<file path="config.mk">
export PLATFORM = sky130hd
export DESIGN_NAME = i2c_bus_monitor_flat
export DESIGN_NICKNAME = d
export VERILOG_FILES = /design/src/rtl/i2c_bus_monitor_if.sv /design/src/rtl/i2c_bus_monitor.sv /design/src/flat_wrapper.sv
export SDC_FILE = /design/constraint.sdc
export NUM_CORES = 1
export LEC_CHECK = 0
export BUFFER_PORTS_ARGS = -buffer_cell sky130_fd_sc_hd__buf_2
export CORE_ASPECT_RATIO = 1.5
export CORE_MARGIN = 1.5
export CORE_UTILIZATION = 45
export CTS_BUF_LIST = sky130_fd_sc_hd__clkbuf_8
export CTS_CLUSTER_SIZE = 30
export DETAILED_ROUTE_END_ITERATION = 10
export GPL_TIMING_DRIVEN = 0
export PLACE_DENSITY = 0.62
export REMOVE_ABC_BUFFERS = 1
export SYNTH_ARGS = -nofsm -noshare
export SYNTH_HDL_FRONTEND = slang
export SYNTH_SLANG_ARGS = --single-unit
</file>
<file path="constraint.sdc">
create_clock -name clk -period 7 [get_ports clk]
set_clock_uncertainty 0.1 [all_clocks]
set_input_delay 1.4 -clock clk [delete_from_list [all_inputs] [get_ports clk]]
set_output_delay 1.4 -clock clk [all_outputs]
set_load 0.01 [all_outputs]
</file>
<file path="src/rtl/i2c_bus_monitor_if.sv">
// rtl/i2c_bus_monitor_if.sv - I2C bus monitor signal bundle
// Purpose: groups the raw SDA/SCL taps and the decoded record outputs.
// Ports (signals):
//   sda_in, scl_in   raw bus lines (async to clk)
//   valid            1-cycle record strobe
//   rw, chip_addr, reg_addr, data, nbytes, ack_err, truncated  record fields
//   busy             transaction in progress (START..STOP)
// Modports: master = bus/stimulus side, slave = monitor side.
interface i2c_bus_monitor_if;
  logic        sda_in;
  logic        scl_in;
  logic        valid;
  logic        rw;
  logic [6:0]  chip_addr;
  logic [7:0]  reg_addr;
  logic [15:0] data;
  logic [2:0]  nbytes;
  logic        ack_err;
  logic        truncated;
  logic        busy;

  modport master (
    output sda_in, scl_in,
    input  valid, rw, chip_addr, reg_addr, data, nbytes, ack_err, truncated, busy
  );

  modport slave (
    input  sda_in, scl_in,
    output valid, rw, chip_addr, reg_addr, data, nbytes, ack_err, truncated, busy
  );
endinterface

</file>
<file path="src/rtl/i2c_bus_monitor.sv">
// rtl/i2c_bus_monitor.sv - passive I2C register-protocol decoder
// Purpose: samples raw SDA/SCL, never drives them, and emits one record per
//   transaction (7-bit chip address, 8-bit register, 16-bit data MSB first).
// Ports:
//   clk    system clock
//   reset  asynchronous, active-high reset
//   bus    i2c_bus_monitor_if.slave: sda_in/scl_in in; valid, rw, chip_addr,
//          reg_addr, data, nbytes, ack_err, truncated, busy out
// Parameters: SYNC_STAGES (>=2) synchronizer depth; FILTER_LEN glitch filter
//   length, present only when I2C_BUS_MONITOR_GLITCH_FILTER_EN is defined.
// Macro: I2C_BUS_MONITOR_GLITCH_FILTER_EN enables the SDA/SCL glitch filter.
module i2c_bus_monitor #(
  parameter int SYNC_STAGES = 2
`ifdef I2C_BUS_MONITOR_GLITCH_FILTER_EN
  , parameter int FILTER_LEN = 4
`endif
) (
  input  logic              clk,
  input  logic              reset,
  i2c_bus_monitor_if.slave  bus
);

  localparam logic [2:0] ST_IDLE = 3'd0;
  localparam logic [2:0] ST_ADDR = 3'd1;
  localparam logic [2:0] ST_REG  = 3'd2;
  localparam logic [2:0] ST_DATA = 3'd3;
  localparam logic [2:0] ST_EMIT = 3'd4;

  // Synchronizers reset to 1 (idle bus level) so reset release makes no edge.
  logic [SYNC_STAGES-1:0] sda_sync, scl_sync;
  always_ff @(posedge clk or posedge reset) begin
    if (reset) begin
      sda_sync <= '1;
      scl_sync <= '1;
    end else begin
      sda_sync <= {sda_sync[SYNC_STAGES-2:0], bus.sda_in};
      scl_sync <= {scl_sync[SYNC_STAGES-2:0], bus.scl_in};
    end
  end

  logic sda_s, scl_s;
`ifdef I2C_BUS_MONITOR_GLITCH_FILTER_EN
  localparam int FCW = $clog2(FILTER_LEN) + 1;
  logic [FCW-1:0] sda_fcnt, scl_fcnt;
  logic           sda_f, scl_f;
  // Output follows the input only after FILTER_LEN consecutive differing samples.
  always_ff @(posedge clk or posedge reset) begin
    if (reset) begin
      sda_f    <= 1'b1;
      scl_f    <= 1'b1;
      sda_fcnt <= '0;
      scl_fcnt <= '0;
    end else begin
      if (sda_sync[SYNC_STAGES-1] == sda_f) begin
        sda_fcnt <= '0;
      end else if (sda_fcnt == FCW'(FILTER_LEN - 1)) begin
        sda_f    <= sda_sync[SYNC_STAGES-1];
        sda_fcnt <= '0;
      end else begin
        sda_fcnt <= sda_fcnt + 1'b1;
      end
      if (scl_sync[SYNC_STAGES-1] == scl_f) begin
        scl_fcnt <= '0;
      end else if (scl_fcnt == FCW'(FILTER_LEN - 1)) begin
        scl_f    <= scl_sync[SYNC_STAGES-1];
        scl_fcnt <= '0;
      end else begin
        scl_fcnt <= scl_fcnt + 1'b1;
      end
    end
  end
  assign sda_s = sda_f;
  assign scl_s = scl_f;
`else
  assign sda_s = sda_sync[SYNC_STAGES-1];
  assign scl_s = scl_sync[SYNC_STAGES-1];
`endif

  logic sda_d, scl_d;
  always_ff @(posedge clk or posedge reset) begin
    if (reset) begin
      sda_d <= 1'b1;
      scl_d <= 1'b1;
    end else begin
      sda_d <= sda_s;
      scl_d <= scl_s;
    end
  end

  // START/STOP need SCL high on both samples, so an SDA edge coinciding with
  // an SCL edge is never mistaken for a bus condition.
  logic start_ev, stop_ev, rise_ev, fall_ev;
  assign start_ev = scl_s & scl_d & sda_d & ~sda_s;
  assign stop_ev  = scl_s & scl_d & ~sda_d & sda_s;
  assign rise_ev  = scl_s & ~scl_d;
  assign fall_ev  = ~scl_s & scl_d;

  logic [2:0]  state;
  logic [3:0]  bit_cnt;
  logic [7:0]  shift;
  logic        bit_pend, bit_val;
  logic        w_rw, w_ack_err, pend_nack;
  logic [6:0]  w_chip;
  logic [7:0]  w_reg;
  logic [15:0] w_data;
  logic [2:0]  w_nbytes;
  logic        busy_q;

  logic active, cont_sr, emit, start_new;
  assign active    = (state == ST_ADDR) || (state == ST_REG) || (state == ST_DATA);
  // Write of only a register pointer followed by Sr: the read that follows
  // belongs to the same record.
  assign cont_sr   = (state == ST_DATA) && (w_nbytes == 3'd0) && !w_rw && (bit_cnt == 4'd0);
  assign emit      = active && (stop_ev || (start_ev && !cont_sr));
  assign start_new = start_ev && (!active || !cont_sr);

  // A bit is captured on the SCL rise but only committed on the SCL fall:
  // the rise that precedes a STOP/Sr is then dropped instead of being counted
  // as a data bit.
  always_ff @(posedge clk or posedge reset) begin
    if (reset) begin
      state     <= ST_IDLE;
      bit_cnt   <= '0;
      shift     <= '0;
      bit_pend  <= 1'b0;
      bit_val   <= 1'b0;
      w_rw      <= 1'b0;
      w_ack_err <= 1'b0;
      pend_nack <= 1'b0;
      w_chip    <= '0;
      w_reg     <= '0;
      w_data    <= '0;
      w_nbytes  <= '0;
      busy_q    <= 1'b0;
    end else begin
      if (start_ev)                busy_q <= 1'b1;
      else if (stop_ev && active)  busy_q <= 1'b0;

      if (stop_ev && active) begin
        state    <= ST_EMIT;
        bit_pend <= 1'b0;
      end else if (start_ev) begin
        state    <= ST_ADDR;
        bit_cnt  <= '0;
        bit_pend <= 1'b0;
        if (start_new) begin
          w_rw      <= 1'b0;
          w_ack_err <= 1'b0;
          pend_nack <= 1'b0;
          w_chip    <= '0;
          w_reg     <= '0;
          w_data    <= '0;
          w_nbytes  <= '0;
        end
      end else if (state == ST_EMIT) begin
        state <= ST_IDLE;
      end else if (active && rise_ev) begin
        bit_pend <= 1'b1;
        bit_val  <= sda_s;
      end else if (active && fall_ev && bit_pend) begin
        bit_pend <= 1'b0;
        if (bit_cnt != 4'd8) begin
          shift   <= {shift[6:0], bit_val};
          bit_cnt <= bit_cnt + 1'b1;
        end else begin
          // ACK slot: bit_val is the ACK level (0=ACK), shift holds the byte.
          bit_cnt <= '0;
          case (state)
            ST_ADDR: begin
              w_chip <= shift[7:1];
              w_rw   <= shift[0];
              if (bit_val) w_ack_err <= 1'b1;
              state  <= shift[0] ? ST_DATA : ST_REG;
            end
            ST_REG: begin
              w_reg <= shift;
              if (bit_val) w_ack_err <= 1'b1;
              state <= ST_DATA;
            end
            default: begin
              w_data <= {w_data[7:0], shift};
              if (w_nbytes != 3'd7) w_nbytes <= w_nbytes + 1'b1;
              if (!w_rw) begin
                if (bit_val) w_ack_err <= 1'b1;
              end else begin
                // A read NACK is only legal on the final byte.
                if (pend_nack) w_ack_err <= 1'b1;
                pend_nack <= bit_val;
              end
            end
          endcase
        end
      end
    end
  end

  logic        valid_q, rw_q, ack_err_q, trunc_q;
  logic [6:0]  chip_q;
  logic [7:0]  reg_q;
  logic [15:0] data_q;
  logic [2:0]  nbytes_q;

  always_ff @(posedge clk or posedge reset) begin
    if (reset) begin
      valid_q   <= 1'b0;
      rw_q      <= 1'b0;
      ack_err_q <= 1'b0;
      trunc_q   <= 1'b0;
      chip_q    <= '0;
      reg_q     <= '0;
      data_q    <= '0;
      nbytes_q  <= '0;
    end else begin
      valid_q <= emit;
      if (emit) begin
        rw_q      <= w_rw;
        ack_err_q <= w_ack_err;
        trunc_q   <= (bit_cnt != 4'd0);
        chip_q    <= w_chip;
        reg_q     <= w_reg;
        data_q    <= w_data;
        nbytes_q  <= w_nbytes;
      end
    end
  end

  assign bus.valid     = valid_q;
  assign bus.rw        = rw_q;
  assign bus.chip_addr = chip_q;
  assign bus.reg_addr  = reg_q;
  assign bus.data      = data_q;
  assign bus.nbytes    = nbytes_q;
  assign bus.ack_err   = ack_err_q;
  assign bus.truncated = trunc_q;
  assign bus.busy      = busy_q;

endmodule
</file>
<file path="src/flat_wrapper.sv">
// flat-port wrapper written by rule: the top's interface ports become plain ports
module i2c_bus_monitor_flat 
#(
  parameter int SYNC_STAGES = 2

)
  (clk, reset, bus_sda_in, bus_scl_in, bus_valid, bus_rw, bus_chip_addr, bus_reg_addr, bus_data, bus_nbytes, bus_ack_err, bus_truncated, bus_busy);
  i2c_bus_monitor_if bus_i ();
  input  logic clk;
  input  logic reset;
  input wire logic [$bits(bus_i.sda_in)-1:0] bus_sda_in;
  input wire logic [$bits(bus_i.scl_in)-1:0] bus_scl_in;
  output wire logic [$bits(bus_i.valid)-1:0] bus_valid;
  output wire logic [$bits(bus_i.rw)-1:0] bus_rw;
  output wire logic [$bits(bus_i.chip_addr)-1:0] bus_chip_addr;
  output wire logic [$bits(bus_i.reg_addr)-1:0] bus_reg_addr;
  output wire logic [$bits(bus_i.data)-1:0] bus_data;
  output wire logic [$bits(bus_i.nbytes)-1:0] bus_nbytes;
  output wire logic [$bits(bus_i.ack_err)-1:0] bus_ack_err;
  output wire logic [$bits(bus_i.truncated)-1:0] bus_truncated;
  output wire logic [$bits(bus_i.busy)-1:0] bus_busy;
  assign bus_i.sda_in = bus_sda_in;
  assign bus_i.scl_in = bus_scl_in;
  assign bus_valid = bus_i.valid;
  assign bus_rw = bus_i.rw;
  assign bus_chip_addr = bus_i.chip_addr;
  assign bus_reg_addr = bus_i.reg_addr;
  assign bus_data = bus_i.data;
  assign bus_nbytes = bus_i.nbytes;
  assign bus_ack_err = bus_i.ack_err;
  assign bus_truncated = bus_i.truncated;
  assign bus_busy = bus_i.busy;
  i2c_bus_monitor #(.SYNC_STAGES(SYNC_STAGES)) u_core (.clk(clk), .reset(reset), .bus(bus_i));
endmodule
</file>
==> results.ini, run 1 <==
[outcome]
status = completed

[logic_synthesis]
synthAdderAreaFrac_pct = 1.511
synthCells = 301
synth_top_family_by_area = multiplexers
ys_types = 56
synth_ff_type = dfrtp_1
yosysMostFrequentCell = dfrtp_1
yosysTopAreaCell = dfrtp_1
yosysWarnings = 0
synthMuxAreaShare_pct = 13.51
synthTopCellsByArea = dfrtp_1 56%, mux2_2 7.6%, mux2_1 5.2%, o2bb2ai_1 4.7%, dfstp_2 3.8%
yosys.area_share.simple_pct = 8.888
synth_compound_area_share_pct = 12.64
ys_seq_area_share_pct = 60.04
synth-edff-count = 0
avgSynthCellArea_um2 = 13.75
synth_xor_area_share_pct = 0.2116
syn_area_um2 = 4139
synthArstFlopShare_pct = 100.0
ys_ff_latch = 99
yosysTopAreaCellShare_pct = 56.23
synth_common_cells = 93 x dfrtp_1, 28 x mux2_2, 22 x o2bb2ai_1

[timing]
holdWs_ns = 0.2593
slew_violations = 0
hold_viol_final = 0
fin_crit_ns = 2.815
setup_tns_ns = 0
max_slew_margin_pct = 37.49
period_share_pct = 40.21
rsz0062_at_grt = false
setup_viol = 0
clock.fmax_mhz = 355.3
worst_pin_slew_ns = 0.9342

[cts]
numCtsBuffers = 9
cts_resized = 0
post_cts_buffers = 0
ctsHtreeMaxLevel = 3
ctsHoldBuffers = 0
clkSlewWorstSetupHoldPaths_ns = 0.09
cts_tree = built
cts.sinks = 99
root_buffer = clkbuf_8
worst_skew_pair.late_latency_ns = 0.37
clockBufferDepth = 2

[global_route]
busiest_layer = met2
grt_usage_pct = 17.54
grtUsageMet3_pct = 3.245
grt_max_degree = 64
grt_use_met1_pct = 21.99
first_global_vias = 2640
grt_pass1_wl_um = 12810
use_met2_pct = 29.08
grt_overflow = 0
antenna_found_initial = 0

[flow_run]
cap_violations = 0

[detailed_routing]
drc = 0
routed_wl_um = 7701
vias = 2530
wire_per_inst_um = 16.89
via_per_inst = 5.548
ant_nets = 0
drt-initial-drc-count = 70
firstDrtPassIters = 4

[power]
clkPwrFrac_pct = 30.1
power_uw = 1179
p_leak_uw = 0.002342
powerDensity_nw_per_um2 = 254.0
seqPwrFrac_pct = 54.7
p_sw_uw = 349.0
internal-power_uw = 829.9
p_comb_share_pct = 15.2
switching_share_pct = 29.60
ir_drop_v = 0.0001100

[placed_design]
io_buffers = 42
gp_congestion = 0.8212
dp_hpwl_um = 5144
dp_cells = 440
place_area_um2 = 4451

[cells_and_area]
final_cell_count_no_fill = 456
drive_gt1_share_pct = 31.50
area_delta_synth_final_pct = 12.15
fin_nets = 350
fill_cells = 781
postLayoutCellArea_um2 = 4642
antenna_cells = 0

[setup_path]
cp_slowest_cell = dfstp_2
cp_slowest_stage_delay_ns = 0.64
crit_chain = nand4b_2, a21o_1, a31oi_4, buf_16, mux2_2
cp.arrival_ns = 2.96
rrSetupSlack_ns = 4.19
path_max_fanout = 20
critPathLaunchType = register
critical_path_class = reg -> reg
cp.required_ns = 7.15
crit_path_end_kind = register

[hold_path]
hp-class = reg -> reg

[die]
die_w_um = 81.31
core_um2 = 8881
start_util_pct = 46.60
rows = 42
die_h_um = 120.5
dieArea_um2 = 9794
io-pin-count = 43

## layout by cell type, fill, tap and decap left out, types with 2 or more instances in the layout
master | Yosys | layout
buf_2 | 4 | 42
a21oi_1 | 5 | 5
nor3_1 | 3 | 3
nand4_1 | 2 | 2
inv_1 | 8 | 7
a22o_1 | 11 | 11
inv_6 | 0 | 3
mux2_2 | 28 | 28
o2bb2ai_1 | 22 | 22
mux2i_1 | 3 | 3
o22ai_2 | 2 | 2
clkbuf_8 | 0 | 10
nand3b_4 | 2 | 2
nor2_1 | 8 | 8
nand3_1 | 4 | 4
and3b_1 | 3 | 3
nand2b_1 | 2 | 2
o21ai_0 | 7 | 7
nand2_1 | 19 | 19
dfstp_2 | 6 | 6
o22ai_1 | 2 | 2
mux2_1 | 19 | 19
ha_1 | 5 | 5
dfrtp_1 | 93 | 93
buf_16 | 0 | 2
nor4_1 | 2 | 2
## per-stage QoR
stage,setup WS [ns],utilization (%)
6_report,4.185,52.27
5_1_grt,3.989,52.27
4_1_cts,4.129,52.27
3_5_place_dp,4.148,50.11
3_3_place_gp,1.862,49.37
2_1_floorplan,2.920,-
## critical path, delay by kind of cell, from the launching register on
family | cells | cell delay (ns)
AND/OR/NAND/NOR | 1 | 0.43
flip-flops | 1 | 0.64
AO/OA/AOI/OAI | 2 | 0.93
buffers and inverters | 1 | 0.24
multiplexers | 1 | 0.35
## power groups by stage
stage | Clock [uW] | Sequential (uW) | Combinational [uW]
floorplan | 0 | 648 | 135
CTS | 369 | 645 | 181
global route | 389 | 652 | 200
detailed placement | 0 | 657 | 180
finish | 355 | 645 | 179
global placement | 0 | 655 | 172
## worst paths after layout
path | startpoint | to | cells past startpoint
max | u_core.scl_d$_DFF_PP1_ | u_core.bus.ack_err$_DFFE_PP0P_ | 5
min | u_core.sda_sync[0]$_DFF_PP1_ | u_core.sda_sync[1]$_DFF_PP1_ | 0
max reg2reg | u_core.scl_d$_DFF_PP1_ | u_core.bus.ack_err$_DFFE_PP0P_ | 5
min reg2reg | u_core.sda_sync[0]$_DFF_PP1_ | u_core.sda_sync[1]$_DFF_PP1_ | 0
max in group asynchronous | reset | u_core.scl_d$_DFF_PP1_ | 3
min in group asynchronous | reset | u_core.bus.chip_addr[0]$_DFFE_PP0P_ | 2
## routing by layer
layer | vias up | part of all wire (%)
met1 | 1287 | 43
met2 | 37 | 51
met4 | 0 | 2.1
li1 | 1192 | -
met5 | - | 0
met3 | 14 | 3.1
## layout make-up
cell class	count	area [um2]	area share, %
well taps	110	137.6	2.965
clock inverters	6	53.80	1.159
clock buffers	10	137.6	2.965
flip-flops and latches	99	2485	53.53
repair buffers	44	265.3	5.714
multi-input cells	179	1530	32.97
inverters	8	32.53	0.7008
## cells by family after synthesis
| logic type | count (synthesis) |
|---|---|
| XOR/XNOR | 1 |
| adder cells (fa/ha/maj) | 5 |
| AND/OR/NAND/NOR | 59 |
| flip-flops | 99 |
| multiplexers | 50 |
| buffers and inverters | 23 |
| AO/OA/AOI/OAI | 64 |
Note: power is estimated with default switching activity, not from simulation.
==> inputs of run 2 (changes only) <==
Clock period 7 ns to 2.8 ns, I/O delays scaled along.
==> run 2 against run 1 <==
Net effect:
- worst setup slack got worse by 3.8 ns
- sequential cell count unchanged
- count of clock-buffer cells in the layout is the same
- total power grew to 2.5 times the previous value
- die area stayed put
- clock power rose to 2.5 times the previous value
- sequential share of layout area is 0.23 points lower
- non-clock buffer count is 1 higher
- cell count increased by 0.22%
- largest cell class unchanged
- largest power group unchanged
- highest routed layer unchanged
==> results.ini, run 2 (synthesis results as in run 1) <==
[detailed_routing]
drc = 0  ; unchanged
vias = 2544  ; +0.55%
via_per_inst = 5.567  ; +0.33%
ant_nets = 0  ; unchanged
firstDrtPassIters = 4  ; unchanged
drt-initial-drc-count = 77  ; +10%
routed_wl_um = 7719  ; +0.23%
wire_per_inst_um = 16.89  ; about the same

[die]
die_h_um = 120.5  ; unchanged
dieArea_um2 = 9794  ; unchanged
start_util_pct = 46.60  ; unchanged
io-pin-count = 43  ; unchanged
rows = 42  ; unchanged
core_um2 = 8881  ; unchanged
die_w_um = 81.31  ; unchanged

[timing]
hold_viol_final = 0  ; unchanged
worst_pin_slew_ns = 0.9205  ; -0.01368 ns
setup_tns_ns = 0  ; unchanged
holdWs_ns = 0.1072  ; -0.1521 ns
period_share_pct = 87.45  ; +47 points
max_slew_margin_pct = 38.41  ; +0.92 points
clock.fmax_mhz = 408.4  ; +15%
fin_crit_ns = 2.449  ; -0.3663 ns
slew_violations = 0  ; unchanged
final.setup.worst_slack_ns = 0.3514  ; -3.834 ns
setup_viol = 0  ; unchanged
rsz0062_at_grt = false

[global_route]
grt_use_met1_pct = 22.04  ; +0.050 points
use_met2_pct = 29.13  ; +0.052 points
busiest_layer = met2
grt_usage_pct = 17.57  ; +0.032 points
first_global_vias = 2642  ; +0.076%
grt_max_degree = 64  ; unchanged
grt_pass1_wl_um = 12830  ; +0.22%
grtUsageMet3_pct = 3.245  ; unchanged
grt_overflow = 0  ; unchanged
antenna_found_initial = 0  ; unchanged

[setup_path]
cp.arrival_ns = 2.65  ; -0.31 ns
ff2ff_path_depth = 6  ; +1
crit_chain = inv_1, ha_1, nand3b_4, o31a_1, o22ai_2, a22o_1
worstReg2RegEnd = u_core.w_data[0]$_DFFE_PP0P_
rrSetupSlack_ns = 0.35  ; -3.83 ns
critical_path_class = reg -> reg
cp.required_ns = 3.00  ; -4.15 ns
cp_slowest_cell = o22ai_2
crit_path_end_kind = register
critPathLaunchType = register
regToRegStartpoint = u_core.bit_cnt[0]$_DFFE_PP0P_
cp_slowest_stage_delay_ns = 0.71  ; +0.07 ns
path_max_fanout = 16  ; -20%

[cts]
ctsHoldBuffers = 0  ; unchanged
worst_skew_pair.late_latency_ns = 0.37  ; about the same
post_cts_buffers = 1  ; +1
clockBufferDepth = 2  ; unchanged
root_buffer = clkbuf_8
clkSlewWorstSetupHoldPaths_ns = 0.10  ; about the same
ctsHtreeMaxLevel = 3  ; unchanged
cts.sinks = 99  ; unchanged
numCtsBuffers = 9  ; unchanged
cts_tree = built
cts_resized = 0  ; unchanged

[cells_and_area]
fin_nets = 351  ; +0.29%
final_core_util_pct = 52.49  ; +0.23 points
antenna_cells = 0  ; unchanged
fill_cells = 779  ; -0.26%
final_cell_mix = 93 x dfrtp_1, 42 x buf_2, 28 x mux2_2, 22 x o2bb2ai_1
area_delta_synth_final_pct = 12.64
final_common_cell = dfrtp_1
drive_gt1_share_pct = 31.70  ; +0.20 points

[placed_design]
io_buffers = 42  ; unchanged
dp_hpwl_um = 5144  ; unchanged
post-place-ws_ns = -0.05168  ; -4.200 ns
gp_congestion = 0.8212  ; unchanged

[power]
clkPwrFrac_pct = 30.1  ; about the same
ir_drop_v = 0.0002770  ; +150%
p_leak_uw = 0.002350  ; +0.36%
power_uw = 2958  ; +150%
seqPwrFrac_pct = 54.5  ; -0.2 points
powerDensity_nw_per_um2 = 634.4  ; +150%
p_comb_share_pct = 15.4  ; +0.2 points
internal-power_uw = 2081  ; +150%
switching_share_pct = 29.65  ; +0.045 points
p_sw_uw = 876.9  ; +150%

[hold_path]
hp-class = in -> async

[outcome]
status = completed

[flow_run]
cap_violations = 0  ; unchanged

-- run 2: changes by cell type in the layout (fill, tap and decap cells not counted), sizes merged --
cell  previous run  this run
buf             44        45
-- run 2: per-stage QoR --
stage / instance area, um2 / cells
3_3_place_gp: 4384 / 438
3_5_place_dp: 4451 / 440
6_report: 4662 / 457
2_1_floorplan: 4036 / 286
5_1_grt: 4662 / 457
4_1_cts: 4662 / 457
-- run 2: how the worst max path moves through the flow --
| stage | start | endpoint | slack, ns | depth (start not counted) |
|---|---|---|---|---|
| after floorplan | reset | u_core.bit_cnt[0]$_DFFE_PP0P_ | -0.44 | 1 |
| after global placement | reset | u_core.bus.valid$_DFF_PP0_ | -1.50 | 2 |
| after detailed placement | u_core.scl_sync[1]$_DFF_PP1_ | u_core.bus.data[10]$_DFFE_PP0P_ | -0.05 | 5 |
| after CTS | u_core.scl_sync[1]$_DFF_PP1_ | u_core.bus.ack_err$_DFFE_PP0P_ | 0.34 | 5 |
| after global routing | u_core.bit_cnt[0]$_DFFE_PP0P_ | u_core.w_data[0]$_DFFE_PP0P_ | 0.22 | 6 |
| final | u_core.bit_cnt[0]$_DFFE_PP0P_ | u_core.w_data[0]$_DFFE_PP0P_ | 0.35 | 6 |
-- run 2: area by class of cell --
type / count / area, um2 / area share [%]
Clock buffer: 10 / 137.6 / 2.952
Clock inverter: 6 / 53.80 / 1.154
Inverter: 8 / 32.53 / 0.6978
Multi-Input combinational cell: 179 / 1530 / 32.82
Sequential cell: 99 / 2485 / 53.30
Tap cell: 110 / 137.6 / 2.952
Timing Repair Buffer: 45 / 285.3 / 6.119
-- run 2: critical path: cells and delay by family (launching register included) --
kind | cells | cell delay (ns)
AOI/OAI and AO/OA | 3 | 1.33
adders and majority gates | 1 | 0.28
buffers and inverters | 1 | 0.09
DFF | 1 | 0.42
and+or+nand+nor | 1 | 0.15
-- run 2: power groups by stage --
stage	Sequential [uW]	Clock (uW)	Combinational [uW]
2_1_floorplan	1620	0	339
3_3_place_gp	1640	0	429
3_5_place_dp	1640	0	451
4_1_cts	1610	924	460
5_1_grt	1630	971	507
6_report	1610	889	455
-- run 2: routing by layer --
layer	part of all wire, %	wire length (um)
met2	51	3955
met4	2.0	152
met1	43	3344
met3	3.4	266
met5	0	0
